`src/rtl/prog_sequencer_if.sv`:
```
// Bus bundle between the program sequencer, its instruction ROM and the
// processor control FSM.
//   mem_addr : ROM address driven by the sequencer
//   mem_q    : ROM read data, valid one cycle after mem_addr is applied
//   din      : instruction word presented to the processor
//   run      : one-cycle pulse issuing din
//   done     : instruction-complete pulse from the control FSM
// master = sequencer side, slave = ROM / processor side.
interface prog_sequencer_if #(
  parameter int unsigned ADDR_W = 5
) ();
  logic [ADDR_W-1:0] mem_addr;
  logic [15:0]       mem_q;
  logic [15:0]       din;
  logic              run;
  logic              done;

  modport master (
    output mem_addr,
    output din,
    output run,
    input  mem_q,
    input  done
  );

  modport slave (
    input  mem_addr,
    input  din,
    input  run,
    output mem_q,
    output done
  );
endinterface

```
`src/rtl/prog_sequencer.sv`:
```
// Program-level sequencer: fetches instruction words from a synchronous ROM,
// issues each one exactly once with a single run pulse, waits for done, then
// advances the program counter. Stops on HALT_WORD, after LAST_ADDR, or on a
// halt request taken at an instruction boundary.
//
// Ports:
//   clk         : system clock (also clocks the ROM)
//   reset       : synchronous, active-high reset
//   start       : begin a program from address 0 when IDLE/HALTED/ERROR
//   halt_req    : request to stop at the next instruction boundary
//   bus         : master side of prog_sequencer_if (mem_addr, mem_q, din, run, done)
//   pc          : current program counter
//   busy        : high in FETCH, WAIT, ISSUE, EXEC
//   halted      : high in HALTED
//   err         : watchdog error flag
//   instr_count : completed instructions, saturating
//
// Optional feature: define SEQ_WATCHDOG_EN to build a done-timeout watchdog
// that moves EXEC to ERROR after WDOG_CYCLES cycles without done. Without it
// EXEC waits indefinitely and err is tied low.
module prog_sequencer #(
  parameter int unsigned ADDR_W      = 5,
  parameter int unsigned LAST_ADDR   = 31,
  parameter logic [15:0] HALT_WORD   = 16'hFFFF,
  parameter int unsigned WDOG_CYCLES = 64
) (
  input  logic                 clk,
  input  logic                 reset,
  input  logic                 start,
  input  logic                 halt_req,
  prog_sequencer_if.master     bus,
  output logic [ADDR_W-1:0]    pc,
  output logic                 busy,
  output logic                 halted,
  output logic                 err,
  output logic [15:0]          instr_count
);

  localparam logic [ADDR_W-1:0] LastPc = ADDR_W'(LAST_ADDR);

  typedef enum logic [2:0] {
    StIdle,
    StFetch,
    StWait,
    StIssue,
    StExec,
    StHalted,
    StError
  } state_e;

  state_e            state_q, state_d;
  logic [ADDR_W-1:0] pc_q, pc_d;
  logic [15:0]       din_q, din_d;
  logic [15:0]       cnt_q, cnt_d;
  logic              halt_q, halt_d;
  logic              wdog_expired;

`ifdef SEQ_WATCHDOG_EN
  localparam int unsigned WdogW = $clog2(WDOG_CYCLES + 1);
  localparam logic [WdogW-1:0] WdogLast = WdogW'(WDOG_CYCLES - 1);

  logic [WdogW-1:0] wdog_q, wdog_d;

  // Counts EXEC cycles; zero on the first EXEC cycle because it is cleared
  // everywhere else. The limit is reached on the cycle that would make it
  // WDOG_CYCLES; done in that cycle takes priority in the FSM.
  always_comb begin
    wdog_d = '0;
    if (state_q == StExec) begin
      wdog_d = wdog_q + WdogW'(1);
    end
  end

  assign wdog_expired = (state_q == StExec) && (wdog_q == WdogLast);

  always_ff @(posedge clk) begin
    if (reset) begin
      wdog_q <= '0;
    end else begin
      wdog_q <= wdog_d;
    end
  end

  assign err = (state_q == StError);
`else
  logic unused_wdog;
  assign unused_wdog  = ^WDOG_CYCLES;
  assign wdog_expired = 1'b0;
  assign err          = 1'b0;
`endif

  assign busy = (state_q == StFetch) || (state_q == StWait) ||
                (state_q == StIssue) || (state_q == StExec);

  always_comb begin
    state_d = state_q;
    pc_d    = pc_q;
    din_d   = din_q;
    cnt_d   = cnt_q;
    halt_d  = halt_q;

    // Sticky halt request, only observed at instruction boundaries.
    if (busy && halt_req) begin
      halt_d = 1'b1;
    end

    unique case (state_q)
      StIdle, StHalted, StError: begin
        if (start) begin
          pc_d    = '0;
          cnt_d   = '0;
          halt_d  = 1'b0;
          state_d = StFetch;
        end
      end
      StFetch: begin
        state_d = StWait;
      end
      StWait: begin
        if (bus.mem_q == HALT_WORD) begin
          state_d = StHalted;
        end else if (halt_q) begin
          state_d = StHalted;
        end else begin
          din_d   = bus.mem_q;
          state_d = StIssue;
        end
      end
      StIssue: begin
        state_d = StExec;
      end
      StExec: begin
        if (bus.done) begin
          cnt_d = (cnt_q == 16'hFFFF) ? cnt_q : cnt_q + 16'd1;
          if ((pc_q == LastPc) || halt_q || halt_req) begin
            state_d = StHalted;
          end else begin
            pc_d    = pc_q + ADDR_W'(1);
            state_d = StFetch;
          end
        end else if (wdog_expired) begin
          state_d = StError;
        end
      end
      default: begin
        state_d = StIdle;
      end
    endcase
  end

  always_ff @(posedge clk) begin
    if (reset) begin
      state_q <= StIdle;
      pc_q    <= '0;
      din_q   <= '0;
      cnt_q   <= '0;
      halt_q  <= 1'b0;
    end else begin
      state_q <= state_d;
      pc_q    <= pc_d;
      din_q   <= din_d;
      cnt_q   <= cnt_d;
      halt_q  <= halt_d;
    end
  end

  assign bus.mem_addr = pc_q;
  assign bus.din      = din_q;
  assign bus.run      = (state_q == StIssue);
  assign pc           = pc_q;
  assign halted       = (state_q == StHalted);
  assign instr_count  = cnt_q;

endmodule

```
`src/flat_wrapper.sv`:
```
// flat-port wrapper written by rule: the top's interface ports become plain ports
module prog_sequencer_flat 
#(
  parameter int unsigned ADDR_W      = 5,
  parameter int unsigned LAST_ADDR   = 31,
  parameter logic [15:0] HALT_WORD   = 16'hFFFF,
  parameter int unsigned WDOG_CYCLES = 64
)
  (clk, reset, start, halt_req, pc, busy, halted, err, instr_count, bus_mem_addr, bus_din, bus_run, bus_mem_q, bus_done);
  prog_sequencer_if #(.ADDR_W(ADDR_W)) bus_i ();
  input  logic clk;
  input  logic reset;
  input  logic start;
  input  logic halt_req;
  output logic [ADDR_W-1:0] pc;
  output logic busy;
  output logic halted;
  output logic err;
  output logic [15:0] instr_count;
  output wire logic [$bits(bus_i.mem_addr)-1:0] bus_mem_addr;
  output wire logic [$bits(bus_i.din)-1:0] bus_din;
  output wire logic [$bits(bus_i.run)-1:0] bus_run;
  input wire logic [$bits(bus_i.mem_q)-1:0] bus_mem_q;
  input wire logic [$bits(bus_i.done)-1:0] bus_done;
  assign bus_mem_addr = bus_i.mem_addr;
  assign bus_din = bus_i.din;
  assign bus_run = bus_i.run;
  assign bus_i.mem_q = bus_mem_q;
  assign bus_i.done = bus_done;
  prog_sequencer #(.ADDR_W(ADDR_W), .LAST_ADDR(LAST_ADDR), .HALT_WORD(HALT_WORD), .WDOG_CYCLES(WDOG_CYCLES)) u_core (.clk(clk), .reset(reset), .start(start), .halt_req(halt_req), .bus(bus_i), .pc(pc), .busy(busy), .halted(halted), .err(err), .instr_count(instr_count));
endmodule
```
`config.mk`:
```
export PLATFORM = sky130hd
export DESIGN_NAME = prog_sequencer_flat
export DESIGN_NICKNAME = d
export VERILOG_FILES = /design/src/rtl/prog_sequencer_if.sv /design/src/rtl/prog_sequencer.sv /design/src/flat_wrapper.sv
export SDC_FILE = /design/constraint.sdc
export NUM_CORES = 1
export LEC_CHECK = 0
export CAP_MARGIN = 30
export CORE_MARGIN = 5
export CORE_UTILIZATION = 50
export DETAILED_ROUTE_END_ITERATION = 10
export GPL_TIMING_DRIVEN = 0
export HOLD_SLACK_MARGIN = 0.08
export MAX_ROUTING_LAYER = met4
export PLACE_DENSITY = 0.95
export SYNTH_ARGS = -nofsm -noshare
export SYNTH_HDL_FRONTEND = slang
export SYNTH_SLANG_ARGS = --single-unit
```
`constraint.sdc`:
```
create_clock -name clk -period 3.4 [get_ports clk]
set_clock_uncertainty 0.2 [all_clocks]
set_input_delay 0.34 -clock clk [delete_from_list [all_inputs] [get_ports clk]]
set_output_delay 0.34 -clock clk [all_outputs]
set_load 0.01 [all_outputs]
```
Word-level counts from Yosys, hierarchy flattened --
Cells that the tools add are included.
Cells by class: add/sub/neg operators 2, $mul 0, divide/modulo/power cells 0, magnitude comparators 0, equal/unequal tests 13, shift operators 0, mux-type cells 17, bitwise logic cells 2, reduce and logical (&&, ||, !) cells 13
Operators by type and width (count):
- 16-bit 2-to-1 mux | 3
- 16-bit == test (second input constant) | 2
- 16-bit case mux with 2 select lines | 1
- 16-bit by 1-bit adder with 16-bit output (second input constant) | 1
- 3-bit 2-to-1 mux | 5
- 5-bit 2-to-1 mux | 3
- 3-bit case mux with 5 select lines | 1
- 5-bit case mux with 2 select lines | 1
- 3-bit == test (second input constant) | 3
- 2-bit inequality test (second input constant) | 4
- 4-bit AND reduction | 2
- 3-bit by 2-bit == test with 1-bit output (second input constant) | 2
- 5-bit by 1-bit adder with 5-bit output (second input constant) | 1
- 5-bit == test (second input constant) | 1
- 1-bit logical OR | 5
- 3-bit by 1-bit == test with 1-bit output (second input constant) | 1
- 3-bit logical NOT | 1
- 1-bit 2-to-1 mux | 3
- 3-bit AND reduction | 1
- 3-bit OR reduction | 1
- 1-bit NOT | 2
- 2-bit AND reduction | 1
- 2-bit nonzero test | 1
- 1-bit logical AND | 1
Storage, ports and cells: register bits 41, latch bits 0, RAM bits 0, bits in read-only memories 0, output and inout bits 46, memories 0

Depth between registers and ports, before layout --
depth in word-level cells 8, depth in mapped cells 8, depth with buffers taken out 8

Worst setup path before layout --
Ideal clock, no wire load.
path type flip-flop to flip-flop, start register u_core.cnt_q[0] (netlist: u_core.instr_count[0]), end register u_core.cnt_q[13] (netlist: u_core.instr_count[13]), library setup time 0.120 ns, arrival 1.822 ns, setup slack 1.259 ns, cell stages (with the launch flop) 7, buffers on the path 0, cell sequence dfxtp_1 ha_1 nand4_2 or4_4 nand3_2 nor3_1 a211o_1
On the way: cells in the longest elaborated chain, start to end 4, elaborated cells between the ends (all ways) 7
Ends and longest elaborated chain:
- from (decl) | line prog_sequencer.sv:54 | logic [15:0] cnt_q, cnt_d;
- from (signal assigned) | line prog_sequencer.sv:162 | cnt_q <= cnt_d;
- 16-bit by 1-bit adder with 16-bit output | line prog_sequencer.sv:134 | cnt_d = (cnt_q == 16'hFFFF) ? cnt_q : cnt_q + 16'd1;
- 16-bit 2-to-1 mux | line prog_sequencer.sv:134
- 16-bit 2-to-1 mux | line prog_sequencer.sv:133 | if (bus.done) begin
- 16-bit case mux with 2 select lines | line prog_sequencer.sv:107 | unique case (state_q)
Parallel ways exist; a longest one is shown, timed or not. The select of a mux whose other input is x is not followed. A chain may end at the register's enable or synchronous reset.

Worst setup path after layout --
start register u_core.state_q[1], end output port bus_run
On the way: cells in the longest elaborated chain, start to end 1
Ends and longest elaborated chain:
- from (decl) | line prog_sequencer.sv:51 | state_e state_q, state_d;
- from (signal assigned) | line prog_sequencer.sv:153 | state_q <= StIdle;
- from (signal assigned) | line prog_sequencer.sv:159 | state_q <= state_d;
- 3-bit by 2-bit == test with 1-bit output | line prog_sequencer.sv:169 | assign bus.run = (state_q == StIssue);
- to (decl) | line flat_wrapper.sv:22 | output wire logic [$bits(bus_i.run)-1:0] bus_run;
Every way passes these cells.

==> run summary <==
Hold endpoint: u_core.bus.din[1]$_SDFFE_PP0P_
Setup repair bufs after CTS: 0
Die area: 5650 um^2
Min setup slack post-route: 0.919 ns
# setup viols final: 0
Maximum capacitance violations: 0
CTS clock-pin slew for the worst setup and hold paths: 0.09 ns
HPWL Detailed: 3960 um
R2R Path End: u_core.bus.mem_addr[3]$_SDFFE_PP0P_
PortBufs: 64
Fill count: 330
CTS tree: yes
Post-route DRC: 0
Most frequent cells in the layout: 64 x clkdlybuf4s50_1, 41 x dfxtp_1, 27 x nor2_1, 18 x mux2i_1, 17 x nand2_1
Largest net degree at the start of global routing: 15
Netlist cell types: 56
H-Tree Level Count: 2
FFs w/ async S/R, synth: 0%
Vias per inst: 5.70
Core ar.: 4060 um^2
Reg2Reg Depth: 8
Setup TNS: 0 ns
WL/cell: 14.6 um
Crit Path Category: flop to primary output
DRT Pass-1 Iters: 4
Cts repair resizes: 0
Worst r2r src: u_core.bus.mem_addr[0]$_SDFFE_PP0P_
DRT antenna net count: 0
Startpoint class of the critical path: flop
Multi-input gate area: 1160 um^2
Diode count: 0
Via count: 2088
WHS: 0.305 ns
First-pass GRT wire length: 8500 um
Die width: 75.2 um
Simple-Gate Fraction of Synth Area: 26.3%
Worst-skew pair later-pin latency: 0.30 ns
Worst slew margin: 65.6%
# IOs: 67
Storage cell area: 821 um^2
Yosys warns: 0
Post-synthesis mux area share: 8.49%
TritonCTS Buffers: 5
Final Cycle Share: 73.0%
Hold_buf cts: 0
Initial antenna violation count: 0
Die Height: 75.2 um
Dpl ws: 0.815 ns
Post-layout minimum cycle time: 2.48 ns
Hold Crit Depth: 2
CTS sink cnt: 41
DRT Wirelength: 5350 um
RSZ-0062 raised after global routing: no
Power per cell area: 353 nW/um^2
Crit path max fanout: 10
Synthesized net count: 268
Maximum achievable frequency: 403 MHz
Power, Total: 1.03 mW
Post-Synth XOR/XNOR Area: 0.825%
Static leakage: 1.08 nW
Adder-cell share of the synthesized area: 1.77%
Row count: 23
Hold_sp: u_core.bus.din[1]$_SDFFE_PP0P_
Commonest non-fill, non-tap cell in the layout: clkdlybuf4s50_1
Largest family of logic cells by synthesized area: simple AND/OR/NAND/NOR gates
Share of cells above drive strength 1: 11.4%
Worst EP arrival: 1.94 ns
Clk root buf: clkbuf_8
Post-synthesis sequential area ratio: 38.7%
Outcome: finished, final reports clean
Initial Util: 52.3%
Synth Cell Area: 2120 um^2
Synth Instances: 244
Clk buf depth: 2
Max VDD drop: 0.000268 V
#FFs+latches synth: 41
Worst min path class: flop to flop
Ys flop type: dfxtp_1
Post-synthesis average cell area: 8.70 um^2
Pins Over Slew Limit: 0
Initial DRC count: 222
Compound-gate portion of the synthesized area: 17.1%
Gr usage total: 20.1%
Synth-to-layout area growth: 37.4%
Layout Nets: 339
Worst setup EP type: primary output
Vias in the first global route: 1948
CP Data Required Time: 2.86 ns
Remaining Overflow, GRT: 0
R2r setup slk: 1.03 ns
Slew @ Worst Pin: 0.515 ns
GP Congestion: 0.862
Final Hold Fails: 0
Post-synth EDFFs: 0
kinds of logic (layout without fill, tap and decap cells):
logic type      Yosys count  after routing
compound gates           50             50
xor+xnor                  2              2
flops                    41             41
simple gates            103            103
mux                      18             18
fa+ha+maj                 3              3
other cells               1              1
buf+inv                  26             98
worst max-delay path by stage:
| stage | start | endpoint | slack (ns) | cells past startpoint |
|---|---|---|---|---|
| after floorplan | u_core.instr_count[0]$_SDFFE_PP0P_ | u_core.instr_count[13]$_SDFFE_PP0P_ | 1.26 | 6 |
| after global placement | bus_mem_q[9] | u_core.state_q[1]$_SDFFE_PP0P_ | 0.88 | 8 |
| after detailed placement | bus_mem_q[1] | u_core.state_q[1]$_SDFFE_PP0P_ | 0.81 | 8 |
| after CTS | u_core.state_q[1]$_SDFFE_PP0P_ | bus_run | 0.90 | 4 |
| after global routing | u_core.state_q[1]$_SDFFE_PP0P_ | bus_run | 0.78 | 4 |
| final | u_core.state_q[1]$_SDFFE_PP0P_ | bus_run | 0.92 | 4 |
flip-flops by register name (all words and copies together), names as in the netlist:
name and flops:
u_core.halt_q 1, u_core.state_q 3, u_core.instr_count 16, u_core.bus.din 16
u_core.bus.mem_addr 5
Yosys cell counts (all sizes together) (4+ instances only):
| cell type | number | area, um^2 |
|---|---|---|
| nand3 | 10 | 55.1 |
| clkbuf | 7 | 27.5 |
| o21ai | 10 | 50.1 |
| nor3 | 7 | 35.0 |
| a21oi | 11 | 55.1 |
| nor2 | 29 | 119 |
| mux2i | 18 | 180 |
| nand4 | 10 | 68.8 |
| and3 | 5 | 31.3 |
| inv | 4 | 15.0 |
| a211o | 4 | 36.3 |
| nor3b | 6 | 50.1 |
| nand2 | 17 | 63.8 |
| dfxtp | 41 | 821 |
| buf | 15 | 100 |
power by group:
group	total, mW	internal [mW]	switching [mW]
sequential	0.508	0.497	0.0105
clock	0.326	0.144	0.182
combinational	0.198	0.0969	0.101
critical path, cell delays in order (launching register included):
cell             delay [ns]
dfxtp_1                0.31
buf_2                  0.17
buf_1                  0.33
nor3b_1                0.24
clkdlybuf4s50_1        0.59
stage by stage:
stage | area [um^2] | util [%] | std cells
floorplan | 2120 | - | 244
finish | 2920 | 71.9 | 366
CTS | 2920 | 71.9 | 366
global route | 2920 | 71.9 | 366
detailed placement | 2830 | 69.7 | 358
global placement | 2830 | 69.7 | 358
layout make-up:
| type | instances | share of cell area [%] |
|---|---|---|
| multi-input cells | 177 | 39.8 |
| plain buffers | 22 | 4.37 |
| repair buffers | 64 | 22.0 |
| well taps | 50 | 2.14 |
| flip-flops and latches | 41 | 28.1 |
| clock buffers | 5 | 2.36 |
| inverters | 4 | 0.515 |
| clock inverters | 3 | 0.772 |
metal layers:
metal,track usage [%],vias up,wire [um]
met5,-,-,0
met4,6.80,0,77
met3,8.14,8,518
met2,31.6,78,2430
met1,23.3,972,2320
li1,-,1030,-
Power figures use the tool's default switching activity.
